===== src/rtl/jtag_tap_fsm.sv =====
// jtag_tap_fsm: IEEE 1149.1 TAP controller running on the system clock.
// The TCK/TMS/TDI pins are oversampled on ICLK. The 16-state TAP machine
// advances once per detected TCK rising edge. Single-cycle strobes drive the
// IR and DR cells, and TDO is launched on TCK falling edges.
module jtag_tap_fsm #(
  parameter int SYNC_STAGES = 2
) (
  input  logic       ICLK,
  input  logic       reset,
  input  logic       tck,
  input  logic       tms,
  input  logic       tdi,
  input  logic       ir_s_out,
  input  logic       dr_s_out,
  output logic       tdo,
  output logic       tdo_oe,
  output logic       shift_ir,
  output logic       clk_ir,
  output logic       update_ir,
  output logic       shift_dr,
  output logic       clk_dr,
  output logic       update_dr,
  output logic       test_logic_reset,
  output logic [3:0] tap_state
);

  // TAP state encodings (the values visible on tap_state)
  localparam logic [3:0] ST_TLR    = 4'hF;
  localparam logic [3:0] ST_RTI    = 4'hC;
  localparam logic [3:0] ST_SELDR  = 4'h7;
  localparam logic [3:0] ST_CAPDR  = 4'h6;
  localparam logic [3:0] ST_SHDR   = 4'h2;
  localparam logic [3:0] ST_EX1DR  = 4'h1;
  localparam logic [3:0] ST_PSDR   = 4'h3;
  localparam logic [3:0] ST_EX2DR  = 4'h0;
  localparam logic [3:0] ST_UPDDR  = 4'h5;
  localparam logic [3:0] ST_SELIR  = 4'h4;
  localparam logic [3:0] ST_CAPIR  = 4'hE;
  localparam logic [3:0] ST_SHIR   = 4'hA;
  localparam logic [3:0] ST_EX1IR  = 4'h9;
  localparam logic [3:0] ST_PSIR   = 4'hB;
  localparam logic [3:0] ST_EX2IR  = 4'h8;
  localparam logic [3:0] ST_UPDIR  = 4'hD;

  logic [SYNC_STAGES-1:0] tck_sync_r;
  logic [SYNC_STAGES-1:0] tms_sync_r;
  logic [SYNC_STAGES-1:0] tdi_sync_r;
  logic                   tck_prev_r;
  logic                   tck_s;
  logic                   tms_s;
  logic                   tck_rise_s;
  logic                   tck_fall_s;
  logic [3:0]             state_r;
  logic [3:0]             next_state_s;
  logic                   tdo_r;
  logic                   tdo_oe_r;
  logic                   unused_tdi_s;

  // The synchronised tdi has no consumer inside the controller itself
  assign unused_tdi_s = ^tdi_sync_r;

  // Pin synchronisers: all three pins see the same delay so tms/tdi stay aligned with tck
  always_ff @(posedge ICLK or posedge reset) begin
    if (reset) begin
      tck_sync_r <= {SYNC_STAGES{1'b0}};
      tms_sync_r <= {SYNC_STAGES{1'b0}};
      tdi_sync_r <= {SYNC_STAGES{1'b0}};
      tck_prev_r <= 1'b0;
    end else begin
      tck_sync_r <= {tck_sync_r[SYNC_STAGES-2:0], tck};
      tms_sync_r <= {tms_sync_r[SYNC_STAGES-2:0], tms};
      tdi_sync_r <= {tdi_sync_r[SYNC_STAGES-2:0], tdi};
      tck_prev_r <= tck_sync_r[SYNC_STAGES-1];
    end
  end

  assign tck_s      = tck_sync_r[SYNC_STAGES-1];
  assign tms_s      = tms_sync_r[SYNC_STAGES-1];
  assign tck_rise_s = tck_s & ~tck_prev_r;
  assign tck_fall_s = ~tck_s & tck_prev_r;

  // TAP state register
  always_ff @(posedge ICLK or posedge reset) begin
    if (reset) begin
      state_r <= ST_TLR;
    end else begin
      state_r <= next_state_s;
    end
  end

  // Next-state logic: the machine only moves on a detected TCK rise
  always_comb begin
    next_state_s = state_r;
    if (tck_rise_s) begin
      case (state_r)
        ST_TLR:   next_state_s = tms_s ? ST_TLR   : ST_RTI;
        ST_RTI:   next_state_s = tms_s ? ST_SELDR : ST_RTI;
        ST_SELDR: next_state_s = tms_s ? ST_SELIR : ST_CAPDR;
        ST_CAPDR: next_state_s = tms_s ? ST_EX1DR : ST_SHDR;
        ST_SHDR:  next_state_s = tms_s ? ST_EX1DR : ST_SHDR;
        ST_EX1DR: next_state_s = tms_s ? ST_UPDDR : ST_PSDR;
        ST_PSDR:  next_state_s = tms_s ? ST_EX2DR : ST_PSDR;
        ST_EX2DR: next_state_s = tms_s ? ST_UPDDR : ST_SHDR;
        ST_UPDDR: next_state_s = tms_s ? ST_SELDR : ST_RTI;
        ST_SELIR: next_state_s = tms_s ? ST_TLR   : ST_CAPIR;
        ST_CAPIR: next_state_s = tms_s ? ST_EX1IR : ST_SHIR;
        ST_SHIR:  next_state_s = tms_s ? ST_EX1IR : ST_SHIR;
        ST_EX1IR: next_state_s = tms_s ? ST_UPDIR : ST_PSIR;
        ST_PSIR:  next_state_s = tms_s ? ST_EX2IR : ST_PSIR;
        ST_EX2IR: next_state_s = tms_s ? ST_UPDIR : ST_SHIR;
        ST_UPDIR: next_state_s = tms_s ? ST_SELDR : ST_RTI;
        default:  next_state_s = ST_TLR;
      endcase
    end else begin
      next_state_s = state_r;
    end
  end

  // Cell strobes decode the pre-transition state so cells clocked alongside see the old state
  always_comb begin
    shift_ir         = (state_r == ST_SHIR);
    shift_dr         = (state_r == ST_SHDR);
    clk_ir           = tck_rise_s & ((state_r == ST_CAPIR) | (state_r == ST_SHIR));
    clk_dr           = tck_rise_s & ((state_r == ST_CAPDR) | (state_r == ST_SHDR));
    update_ir        = tck_fall_s & (state_r == ST_UPDIR);
    update_dr        = tck_fall_s & (state_r == ST_UPDDR);
    test_logic_reset = (state_r == ST_TLR);
  end

  // TDO launch on TCK fall from whichever chain is shifting; otherwise tristate and hold
  always_ff @(posedge ICLK or posedge reset) begin
    if (reset) begin
      tdo_r    <= 1'b0;
      tdo_oe_r <= 1'b0;
    end else if (tck_fall_s) begin
      case (state_r)
        ST_SHIR: begin
          tdo_r    <= ir_s_out;
          tdo_oe_r <= 1'b1;
        end
        ST_SHDR: begin
          tdo_r    <= dr_s_out;
          tdo_oe_r <= 1'b1;
        end
        default: begin
          tdo_r    <= tdo_r;
          tdo_oe_r <= 1'b0;
        end
      endcase
    end else begin
      tdo_r    <= tdo_r;
      tdo_oe_r <= tdo_oe_r;
    end
  end

  assign tdo       = tdo_r;
  assign tdo_oe    = tdo_oe_r;
  assign tap_state = state_r;

endmodule


===== config.mk =====
export PLATFORM = sky130hd
export DESIGN_NAME = jtag_tap_fsm
export DESIGN_NICKNAME = d
export VERILOG_FILES = /design/src/rtl/jtag_tap_fsm.sv
export SDC_FILE = /design/constraint.sdc
export NUM_CORES = 1
export LEC_CHECK = 0
export ABC_AREA = 0
export CAP_MARGIN = 20
export CORE_AREA = 2 2 39 41
export CTS_BUF_LIST = sky130_fd_sc_hd__clkbuf_8
export CTS_CLUSTER_SIZE = 14
export DETAILED_ROUTE_END_ITERATION = 16
export DIE_AREA = 0 0 41 43
export PLACE_DENSITY = 0.82
export SYNTH_ARGS = -nofsm -noshare
export SYNTH_HDL_FRONTEND = slang
export SYNTH_SLANG_ARGS = --single-unit
export TNS_END_PERCENT = 100

===== constraint.sdc =====
create_clock -name ICLK -period 3.7 [get_ports ICLK]
set_input_delay 0.555 -clock ICLK [delete_from_list [all_inputs] [get_ports ICLK]]
set_output_delay 0.555 -clock ICLK [all_outputs]
set_load 0.03 [all_outputs]

### Yosys cells after proc, flatten, opt, wreduce, memory -nomap -nowiden

Index checks and enable logic that the tools add are counted.

| word-level totals | value |
|---|---|
| bits in registers | 11 |
| logic and storage cells | 53 |
| output and inout bits | 13 |
| input port bits | 7 |

| cells by class | value |
|---|---|
| bitwise logic cells | 10 |
| reductions and logical operators | 7 |
| muxes and demuxes | 15 |
| equality and inequality tests | 15 |

Operator list:

| kind | count |
|---|---|
| 4-bit one-hot mux with 12 select lines | 1 |
| 4-bit equality test, second input constant | 8 |
| 4-bit by 3-bit equality test with 1-bit output, second input constant | 4 |
| 2-bit two-way mux | 6 |
| 3-bit two-way mux | 4 |
| 4-bit by 2-bit equality test with 1-bit output, second input constant | 2 |
| 1-bit AND | 6 |
| 2-bit OR reduction | 3 |
| 4-bit by 1-bit equality test with 1-bit output, second input constant | 1 |
| 4-bit logical NOT | 1 |
| 4-bit two-way mux | 1 |
| 3-bit OR reduction | 1 |
| 1-bit two-way mux | 2 |
| 1-bit inverter | 2 |
| 1-bit OR | 2 |
| 1-bit one-hot mux with 2 select lines | 1 |
| 2-bit AND reduction | 1 |
| 2-bit nonzero test | 1 |

### Longest topological paths before layout

| logic depth | value |
|---|---|
| word-level depth | 3 |
| gate-level depth with buffers | 4 |

### Least setup slack after synthesis

Ideal clock, no wire load.

| timing | value |
|---|---|
| path type | reg-to-output |
| from | register state_r[3], in the netlist tap_state[3] |
| to | output clk_ir |
| path buffers | 1 |
| stages on the path, launching flop included | 4 |
| required time | 3145 ps |
| slack | 1623 ps |
| arrival | 1522 ps |
| path through | dfstp_2 -> buf_2 -> nand2_1 -> nor3_1 |

| between the ends | value |
|---|---|
| word-level cells in the longest chain between the ends | 3 |
| elaborated cells on any way between the ends | 4 |
| those cells by class | eq/ne (2); bitwise (2) |

Ends and longest elaborated chain:

| what | RTL line | text |
|---|---|---|
| from (decl) | 53 | `logic [3:0] state_r;` |
| from (signal assigned) | 87 | `state_r <= next_state_s;` |
| 4-bit equality test | 123 | `clk_ir = tck_rise_s & ((state_r == ST_CAPIR) \| (state_r == ST_SHIR));` |
| 1-bit OR (*) | 123 |  |
| 1-bit AND (*) | 123 |  |
| to (decl) | 18 | `output logic clk_ir,` |

Every way passes the cells marked *; elsewhere a longest branch is shown, timed or not.

### Final worst setup path

| timing | value |
|---|---|
| from | register state_r[2], in the netlist tap_state[2] |
| to | output update_dr |

| between the ends | value |
|---|---|
| word-level cells in the longest chain between the ends | 2 |

Ends and longest elaborated chain:

| what | RTL line | text |
|---|---|---|
| 4-bit by 3-bit equality test with 1-bit output | 126 | `update_dr = tck_fall_s & (state_r == ST_UPDDR);` |
| 1-bit AND | 126 |  |
| to (decl) | 22 | `output logic update_dr,` |

Every way passes these cells.

==> flow_metrics.tcl <==
set metrics [dict create \
    status "completed" \
    syn_nets 65 \
    synth_top_family_by_area "simple AND/OR/NAND/NOR gates" \
    max_freq_ghz 0.3835 \
    busiest_layer "met2" \
    htree_levels 1 \
    num_io_pins 20 \
    synth_compound_area_share_pct 17.30 \
    worst_pin_slew_ps 418.2 \
    holdCritPathClass "reg2reg" \
    ys_seq_elements 11 \
    drive_above_1_share_pct 14.47 \
    grt_pass1_vias 441 \
    vias 513 \
    cp.required_ps 3140 \
    critical_path.startpoint "tap_state[2]" \
    areaGrowthSynthToFinish_pct 39.33 \
    yosysWarnings 0 \
    peakVddDrop_mv 0.4659 \
    start_util_pct 40.24 \
    synth.yosys.seq_area_share_pct 50.34 \
    avgSynthCellArea_um2 9.600 \
    clk_pin_slew_ps 50 \
    grt_util_met3_pct 1.571 \
    grt_max_degree 12 \
    rr_startpoint "tap_state[1]" \
    hold_viol 0 \
    path_class "reg2out" \
    synthCells 58 \
    grt_first_pass_wirelength_mm 1.787 \
    crit_arrival_ps 2050 \
    vias_per_cell 5.576 \
    die_w_um 41 \
    maxSlewHeadroom_pct 72.09 \
    postCtsSetupBuffers 0 \
    cts_hold_buffers 0 \
    final_antenna_net_count 0 \
    first_pass_iters 4 \
    wl_per_cell_um 12.99 \
    period_share_pct 70.48 \
    fin_util_pct 56.06 \
    core_area_um2 1384 \
    setup_viol 0 \
    rsz0062_at_grt "false" \
    overflow 0 \
    final.setup.tns_ps 0 \
    die_h_um 43 \
    drv_cap 0 \
    powerDensity_nw_per_um2 829.5 \
    synthSimpleGateAreaFrac_pct 20.22 \
    place_hpwl_um 774.2 \
    clock_path_buffers 2 \
    drv_slew 0 \
    antenna_cells 0 \
    rows 14 \
    cts-root-buf "clkbuf_8" \
    syn_area_um2 556.8 \
    ctsResizeCount 0 \
    synth_mux_area_share_pct 4.045 \
    numCtsBuffers 3 \
    portBuffers 18 \
    synthXorXnorAreaFrac_pct 0 \
    cp-end-kind "output port" \
    synthAdderAreaFrac_pct 0 \
    grtUsageTotal_pct 15.02 \
    routed_wl_mm 1.195 \
    totalPowerFinal_uw 643.5 \
    antenna_found_initial 0 \
    synthDistinctLibCells 26 \
    drc 0 \
    clk_latency_ps 240 \
    nets 84 \
    worstHoldStart "tms_sync_r[0]" \
    leakage_nw 0.3249 \
    cts_tree "done" \
    finalCriticalPeriod_ps 2608 \
    die_area_um2 1763 \
    gp_congestion 0.7907 \
    crit_fanout 11 \
    grt_use_met2_pct 22.81 \
    gr-usage-met1_pct 19.05 \
    cts_sinks 11 \
    fin_skew_ps 3.385 \
    r2r_slack_ps 2330 \
    drt_iter0_drc 16 \
    cp-start-kind "flip-flop" \
]
[where the power goes]
part | internal (mW) | leakage (nW) | switching [mW] | total [mW]
Sequential | 0.171 | 0.126 | 0.0646 | 0.235
Combinational | 0.130 | 0.172 | 0.163 | 0.293
Clock | 0.0726 | 0.0269 | 0.0426 | 0.115
[routing by layer]
layer / vias up / part of all wire (%)
met2: 30 / 48
met1: 241 / 42
met3: 6 / 7.4
met4: 0 / 3.1
met5: - / 0
li1: 236 / -
[synth_stat cells]
| library cell | number | share of area [%] |
|---|---|---|
| nor2_1 | 8 | 5.4 |
| dfrtp_1 | 7 | 31 |
| inv_1 | 5 | 3.4 |
| a21oi_1 | 4 | 3.6 |
| dfstp_2 | 4 | 19 |
| o21ai_0 | 4 | 3.6 |
| buf_2 | 3 | 2.7 |
| nand3_1 | 3 | 2.7 |
| nand2_1 | 2 | 1.3 |
| nor3_1 | 2 | 1.8 |
| a2111oi_2 | 1 | 2.7 |
| a21bo_1 | 1 | 1.8 |
| a31oi_1 | 1 | 1.1 |
| a32oi_1 | 1 | 1.6 |
| and2_1 | 1 | 1.1 |
| and2b_1 | 1 | 1.3 |
| and2b_2 | 1 | 1.6 |
| and3_2 | 1 | 1.3 |
| buf_6 | 1 | 2.0 |
| mux2_1 | 1 | 2.0 |
| mux2_2 | 1 | 2.0 |
| nand2b_1 | 1 | 1.1 |
| nor2b_1 | 1 | 1.1 |
| nor3b_1 | 1 | 1.3 |
| o2111ai_1 | 1 | 1.6 |
| o211ai_1 | 1 | 1.3 |
[through the flow]
step	hold WS, ps	cells	worst slack (ps)	instance area, um^2
after floorplan	331.2	58	1623	556.8
after global placement	333.7	88	1466	730.7
after detailed placement	337.1	88	1444	730.7
after CTS	344.1	92	1110	775.7
after global routing	351.4	92	1063	775.7
final	341.3	92	1092	775.7
[registers in the layout (all words and copies together) (netlist names)]
register    flops
tck_sync_r      2
tms_sync_r      2
tdo             1
tdo_oe          1
tap_state       4
tck_prev_r      1
[placed cells by master, fill, tap and decap left out, types with 2 or more instances in the layout]
| master | instances |
|---|---|
| o21ai_0 | 4 |
| nand2_1 | 2 |
| dfstp_2 | 4 |
| clkbuf_8 | 3 |
| inv_1 | 6 |
| a21oi_1 | 4 |
| nand3_1 | 3 |
| nor2_1 | 8 |
| nor3_1 | 2 |
| dfrtp_1 | 7 |
| clkdlybuf4s50_1 | 18 |
[worst paths after layout]
kind	endpoint	depth (start not counted)
setup / recovery	update_dr	4
hold / removal	tms_sync_r[1]	0
setup reg to reg	tap_state[0]	3
hold reg to reg	tms_sync_r[1]	0
max in group asynchronous	tap_state[2]	2
min in group asynchronous	tms_sync_r[1]	2
[critical path, cell delays in order, from the launching register on]
cell and delay, ps:
dfstp_2 630, and2b_2 220, nand3_1 120, nor2_1 160, clkdlybuf4s50_1 690
[final cells by class]
class / count / area (um^2)
fill: 130 / 608.1
sequential: 11 / 280.3
multi-input combinational: 38 / 231.5
timing repair buffer: 18 / 180.2
clock buffer: 3 / 41.29
tap: 16 / 20.02
inverter: 5 / 18.77
clock inverter: 1 / 3.754
[cell families after synthesis]
group                  Yosys count
and+or+nand+nor                 22
buffers and inverters            9
AOI/OAI and AO/OA               14
muxes                            2
DFF                             11
Note: power is estimated with default switching activity, not from simulation.
